### config.mk
export PLATFORM = sky130hd
export DESIGN_NAME = char_ram_arbiter
export DESIGN_NICKNAME = d
export VERILOG_FILES = /design/src/rtl/char_ram_arbiter.sv
export SDC_FILE = /design/constraint.sdc
export NUM_CORES = 1
export LEC_CHECK = 0
export ABC_CLOCK_PERIOD_IN_PS = 4100
export CAP_MARGIN = 40
export CORE_ASPECT_RATIO = 1.75
export CORE_UTILIZATION = 45
export DETAILED_ROUTE_END_ITERATION = 10
export HOLD_SLACK_MARGIN = 0.02
export PLACE_DENSITY = 0.93
export SKIP_CTS_REPAIR_TIMING = 1
export SYNTH_ARGS = -nofsm -noshare
export SYNTH_HDL_FRONTEND = slang
export SYNTH_HIERARCHICAL = 1
export SYNTH_SLANG_ARGS = --single-unit
### constraint.sdc
create_clock -name clk_25mhz -period 4.1 [get_ports clk_25mhz]
set_input_delay 0.82 -clock clk_25mhz [delete_from_list [all_inputs] [get_ports clk_25mhz]]
set_output_delay 0.82 -clock clk_25mhz [all_outputs]
set_load 0.03 [all_outputs]
### src/rtl/char_ram_arbiter.sv
// Character-RAM arbiter: one scanout read port with absolute priority and two
// round-robin writers sharing a registered single-port RAM command bus.
// Fetches run through a fixed three-cycle pipeline; writers that wait too long
// raise a sticky starvation flag.

// Per-writer saturating wait counter and sticky starvation flag.
module char_ram_wait_ctr #(
  parameter int MAX_WAIT = 15,
  parameter int CNT_W    = 4
) (
  input  logic clk_25mhz,
  input  logic rst,
  input  logic req,
  input  logic acc,
  output logic starved
);
  localparam logic [CNT_W-1:0] CNT_MAX = CNT_W'(MAX_WAIT);

  logic [CNT_W-1:0] cnt;

  // Count cycles spent requesting without acceptance; saturate at the limit.
  always_ff @(posedge clk_25mhz or posedge rst) begin
    if (rst)
      cnt <= '0;
    else if (!req || acc)
      cnt <= '0;
    else if (cnt != CNT_MAX)
      cnt <= cnt + 1'b1;
  end

  // Flag goes up the cycle after the counter hits the limit and stays up.
  always_ff @(posedge clk_25mhz or posedge rst) begin
    if (rst)
      starved <= 1'b0;
    else if (cnt == CNT_MAX)
      starved <= 1'b1;
  end
endmodule

module char_ram_arbiter #(
  parameter int ADDR_W   = 11,
  parameter int MAX_WAIT = 15
) (
  input  logic              clk_25mhz,
  input  logic              rst,
  input  logic              fetch_req,
  input  logic [ADDR_W-1:0] fetch_addr,
  output logic [7:0]        fetch_data,
  output logic              fetch_valid,
  input  logic [1:0]        wr_req,
  input  logic [ADDR_W-1:0] wr_addr0,
  input  logic [ADDR_W-1:0] wr_addr1,
  input  logic [7:0]        wr_data0,
  input  logic [7:0]        wr_data1,
  output logic [1:0]        wr_gnt,
  output logic              ram_en,
  output logic              ram_we,
  output logic [ADDR_W-1:0] ram_addr,
  output logic [7:0]        ram_wdata,
  input  logic [7:0]        ram_rdata,
  output logic [1:0]        wr_starved
);
  localparam int NUM_WR = 2;
  // vld_pipe[0]: read command on the RAM bus; vld_pipe[1]: ram_rdata valid.
  localparam int STAGES = 1;
  localparam int CNT_W  = (MAX_WAIT < 1) ? 1 : $clog2(MAX_WAIT + 1);

  typedef struct packed {
    logic              en;
    logic              we;
    logic [ADDR_W-1:0] addr;
    logic [7:0]        wdata;
  } ram_cmd_t;

  logic [NUM_WR-1:0][ADDR_W-1:0] wr_addr;
  logic [NUM_WR-1:0][7:0]        wr_data;
  logic [NUM_WR-1:0]             wr_acc;
  logic                          last_srv;
  ram_cmd_t                      cmd_q, cmd_d;
  logic [STAGES:0]               vld_pipe;

  assign wr_addr = {wr_addr1, wr_addr0};
  assign wr_data = {wr_data1, wr_data0};
  assign wr_acc  = wr_req & wr_gnt;

  // Grant: fetch wins outright; otherwise a lone requester wins, and on a tie
  // the writer not served last goes next.
  always_comb begin
    wr_gnt = 2'b00;
    if (!rst && !fetch_req) begin
      case (wr_req)
        2'b01:   wr_gnt = 2'b01;
        2'b10:   wr_gnt = 2'b10;
        2'b11:   wr_gnt = last_srv ? 2'b01 : 2'b10;
        default: wr_gnt = 2'b00;
      endcase
    end
  end

  // Last-served pointer moves only on an accepted write; reset favours writer 0.
  always_ff @(posedge clk_25mhz or posedge rst) begin
    if (rst)
      last_srv <= 1'b1;
    else if (wr_acc[0])
      last_srv <= 1'b0;
    else if (wr_acc[1])
      last_srv <= 1'b1;
  end

  // Next RAM command from this cycle's accepted transaction; idle holds addr/data.
  always_comb begin
    cmd_d    = cmd_q;
    cmd_d.en = 1'b0;
    cmd_d.we = 1'b0;
    if (fetch_req) begin
      cmd_d.en   = 1'b1;
      cmd_d.addr = fetch_addr;
    end else begin
      for (int i = 0; i < NUM_WR; i++) begin
        if (wr_acc[i]) begin
          cmd_d.en    = 1'b1;
          cmd_d.we    = 1'b1;
          cmd_d.addr  = wr_addr[i];
          cmd_d.wdata = wr_data[i];
        end
      end
    end
  end

  // Registered RAM command bus; acceptance order is RAM execution order.
  always_ff @(posedge clk_25mhz or posedge rst) begin
    if (rst)
      cmd_q <= '0;
    else
      cmd_q <= cmd_d;
  end

  assign ram_en    = cmd_q.en;
  assign ram_we    = cmd_q.we;
  assign ram_addr  = cmd_q.addr;
  assign ram_wdata = cmd_q.wdata;

  // In-flight fetch tags; reset drops anything outstanding.
  always_ff @(posedge clk_25mhz or posedge rst) begin
    if (rst)
      vld_pipe <= '0;
    else
      vld_pipe <= {vld_pipe[STAGES-1:0], fetch_req};
  end

  // Capture read data when the tag reaches the end; data holds otherwise.
  always_ff @(posedge clk_25mhz or posedge rst) begin
    if (rst) begin
      fetch_valid <= 1'b0;
      fetch_data  <= 8'h00;
    end else begin
      fetch_valid <= vld_pipe[STAGES];
      if (vld_pipe[STAGES])
        fetch_data <= ram_rdata;
    end
  end

  for (genvar i = 0; i < NUM_WR; i++) begin : g_wait
    char_ram_wait_ctr #(
      .MAX_WAIT (MAX_WAIT),
      .CNT_W    (CNT_W)
    ) u_wait (
      .clk_25mhz (clk_25mhz),
      .rst       (rst),
      .req       (wr_req[i]),
      .acc       (wr_acc[i]),
      .starved   (wr_starved[i])
    );
  end
endmodule

==> qor.csv <==
stage,metric,value,unit
global_routing,gr-total-overflow,0,
logic_synthesis,synth_cells,196,
worst_setup_path,worst-path-max-fanout,20,
logic_synthesis,syn-num-nets,260,
clock_network,cts_tree,built,
clock_network,cts_buffers,5,
die,ios,96,
die,dieArea,0.00508,mm²
global_routing,grt_max_degree,26,
clock_network,path_clk_slew,0.08,ns
die,fp.dieH,93.5,µm
route,highest_layer,met4,
route,dr.pass1.iters,4,
pwr,seq_power_share,0.432,
sta,slew_headroom,0.498,
die,initial_core_util,0.466,
worst_setup_path,crit_arrival,2.54,ns
sta,max_freq,298,MHz
flow_run,cap_violations,0,
logic_synthesis,synth_top_area_cell,dfrtp_1,
route,antenna_left,0,
logic_synthesis,ys_warn_count,6,
sta,final.setup.tns,0,ns
pwr,pwr-share-comb,0.287,
sta,worstMarginPinSlew,0.750,ns
layout,postLayoutCellArea,0.00325,mm²
clock_network,root_buffer,clkbuf_8,
global_routing,grt_pass1_wl,9360,µm
sta,setup_viol,0,
pwr,swShare,0.301,
worst_setup_path,worst_setup_path_start_kind,input pin,
clock_network,cts_sinks,43,
placement,place_congestion,0.860,
layout,final_cell_mix,"93 x clkdlybuf4s50_1, 42 x dfrtp_1, 16 x nand3_1, 13 x and3_1, 11 x nor2b_1",
status,status,"finished, final reports clean",
layout,utilization,0.702,
sta,period_share,0.819,
placement,dp_slack,0.767,ns
worst_setup_path,rr_worst_depth,5,
logic_synthesis,ys_types,37,
die,coreArea,0.00462,mm²
pwr,p_sw,0.000352,W
route,via_per_inst,5.79,
clock_network,cts_buffer_depth,2,
logic_synthesis,synth_area_per_cell,11.0,µm²
logic_synthesis,synth_area_leaders,"dfrtp_1 49%, a311o_1 4.6%, mux2_2 4.2%",
min_path,hp-class,flop to flop,
pwr,clkPwrFrac,0.281,
worst_setup_path,worstSetupPathType,input pin to output pin,
sta,period_needed,3.36,ns
sta,skew,0.00341,ns
logic_synthesis,syn_area,0.00215,mm²
layout,fillCellCount,347,
global_routing,antenna_found_initial,0,
logic_synthesis,async_flop_share,1.00,
placement,port_buffers,95,
layout,nNetsFinal,354,
logic_synthesis,synth_top_area_share,0.488,
route,wl_per_cell,17.0,µm
route,drt_iter0_markers,36,
sta,worst_slack,0.744,ns
clock_network,insertion_delay,0.29,ns
layout,drive_above_1_share,0.124,
die,die-width,54.3,µm
placement,place_area,0.00313,mm²
route,dr_wl_met2,3230,µm
sta,hold_ws,0.356,ns
layout,area_growth,50.8,%
pwr,power.density,361,mW/mm²
pwr,power_leakage,1.41,nW
layout,layout_commonest_cell,clkdlybuf4s50_1,
placement,place_hpwl,4490,µm
global_routing,first_global_vias,2038,
route,wl,5840,µm
logic_synthesis,ys_ff_latch,43,
route,vias,1987,
logic_synthesis,yosysSeqAreaShare,0.500,
logic_synthesis,synth-edff-count,0,
worst_setup_path,cp.required,3.28,ns
route,wl_met1,2060,µm
sta,rsz0062_at_grt,false,
die,rows,33,
logic_synthesis,synth-main-ff-cell,dfrtp_1,
pwr,internal_power,0.000818,W
sta,maxSlewViolCount,0,
layout,n_antenna_cell,0,
route,dr_wl_met3,284,µm
worst_setup_path,cp-end-kind,output pin,
sta,hold_violations,0,
clock_network,cts-htree-levels,2,
global_routing,grt.total_usage,0.255,
min_path,worst_hold_path.num_cells,0,
route,drc,0,
pwr,vdd_drop_max,0.303,mV
power by group through the flow:
stage / Sequential [W] / Clock, W / Combinational, W
global placement: 0.000510 / 0 / 0.000329
finish: 0.000506 / 0.000329 / 0.000336
global route: 0.000513 / 0.000350 / 0.000360
CTS: 0.000505 / 0.000336 / 0.000339
detailed placement: 0.000513 / 0 / 0.000338
floorplan: 0.000575 / 0 / 0.000108
flip-flops by register name (all words and copies together) (netlist names):
| signal | count |
|---|---|
| fetch_data | 8 |
| fetch_valid | 1 |
| g_wait.u_wait/cnt | 8 |
| g_wait.u_wait/starved | 2 |
| last_srv | 1 |
| ram_addr | 11 |
| ram_en | 1 |
| ram_wdata | 8 |
| ram_we | 1 |
| vld_pipe | 2 |
worst paths after layout:
kind	start	to	slack [ns]
worst min register to register	vld_pipe[0]	vld_pipe[1]	0.36
worst max-delay path	wr_req[0]	wr_gnt[1]	0.74
min in group asynchronous	rst	g_wait[1].u_wait/cnt[1]	0.91
worst min-delay path	vld_pipe[0]	vld_pipe[1]	0.36
max in group asynchronous	rst	fetch_data[4]	2.45
worst max register to register	last_srv	g_wait[1].u_wait/cnt[2]	2.08
Yosys cell counts (3+ instances only):
cell and n:
inv_1 6, nor2_1 5, buf_2 3, nand4_1 5
nand3b_1 5, a31oi_1 3, and3_1 13, a311o_1 10
mux2_2 8, or2_1 3, o2111ai_1 8, o21ai_0 8
nand2b_1 3, buf_4 3, clkbuf_1 6, nand3_1 16
a22o_1 10, dfrtp_1 42, nor2b_1 11
per-layer routing:
metal | global-route usage | vias up
met5 | 0 | -
met4 | 0.147 | 0
met3 | 0.0553 | 25
met2 | 0.424 | 85
met1 | 0.283 | 951
li1 | - | 926
metrics by stage:
step                cells  total power [W]
CTS                   343          0.00118
detailed placement    335         0.000852
finish                343          0.00117
global placement      333         0.000839
global route          343          0.00122
floorplan             196         0.000683
cell families after synthesis:
| logic type | synth area share |
|---|---|
| adders and majority gates | 0.0116 |
| muxes | 0.0511 |
| DFF | 0.500 |
| AOI/OAI and AO/OA | 0.175 |
| buffers and inverters | 0.0488 |
| and+or+nand+nor | 0.213 |
worst max-delay path, cell delays in order:
cell	delay, ns
clkdlybuf4s50_1	0.46
buf_4	0.20
nand2_1	0.40
nand2_2	0.39
inv_1	0.08
buf_4	0.17
layout make-up:
cell class              count  area, µm²  share of cell area
flip-flops and latches     43       1080               0.332
repair buffers            101        998               0.308
multi-input cells         133        971               0.299
clock buffers               5       68.8              0.0212
well taps                  52       65.1              0.0200
clock inverters             3       43.8              0.0135
inverters                   6       22.5             0.00694
No activity file was read; power rests on OpenSTA's default activity.
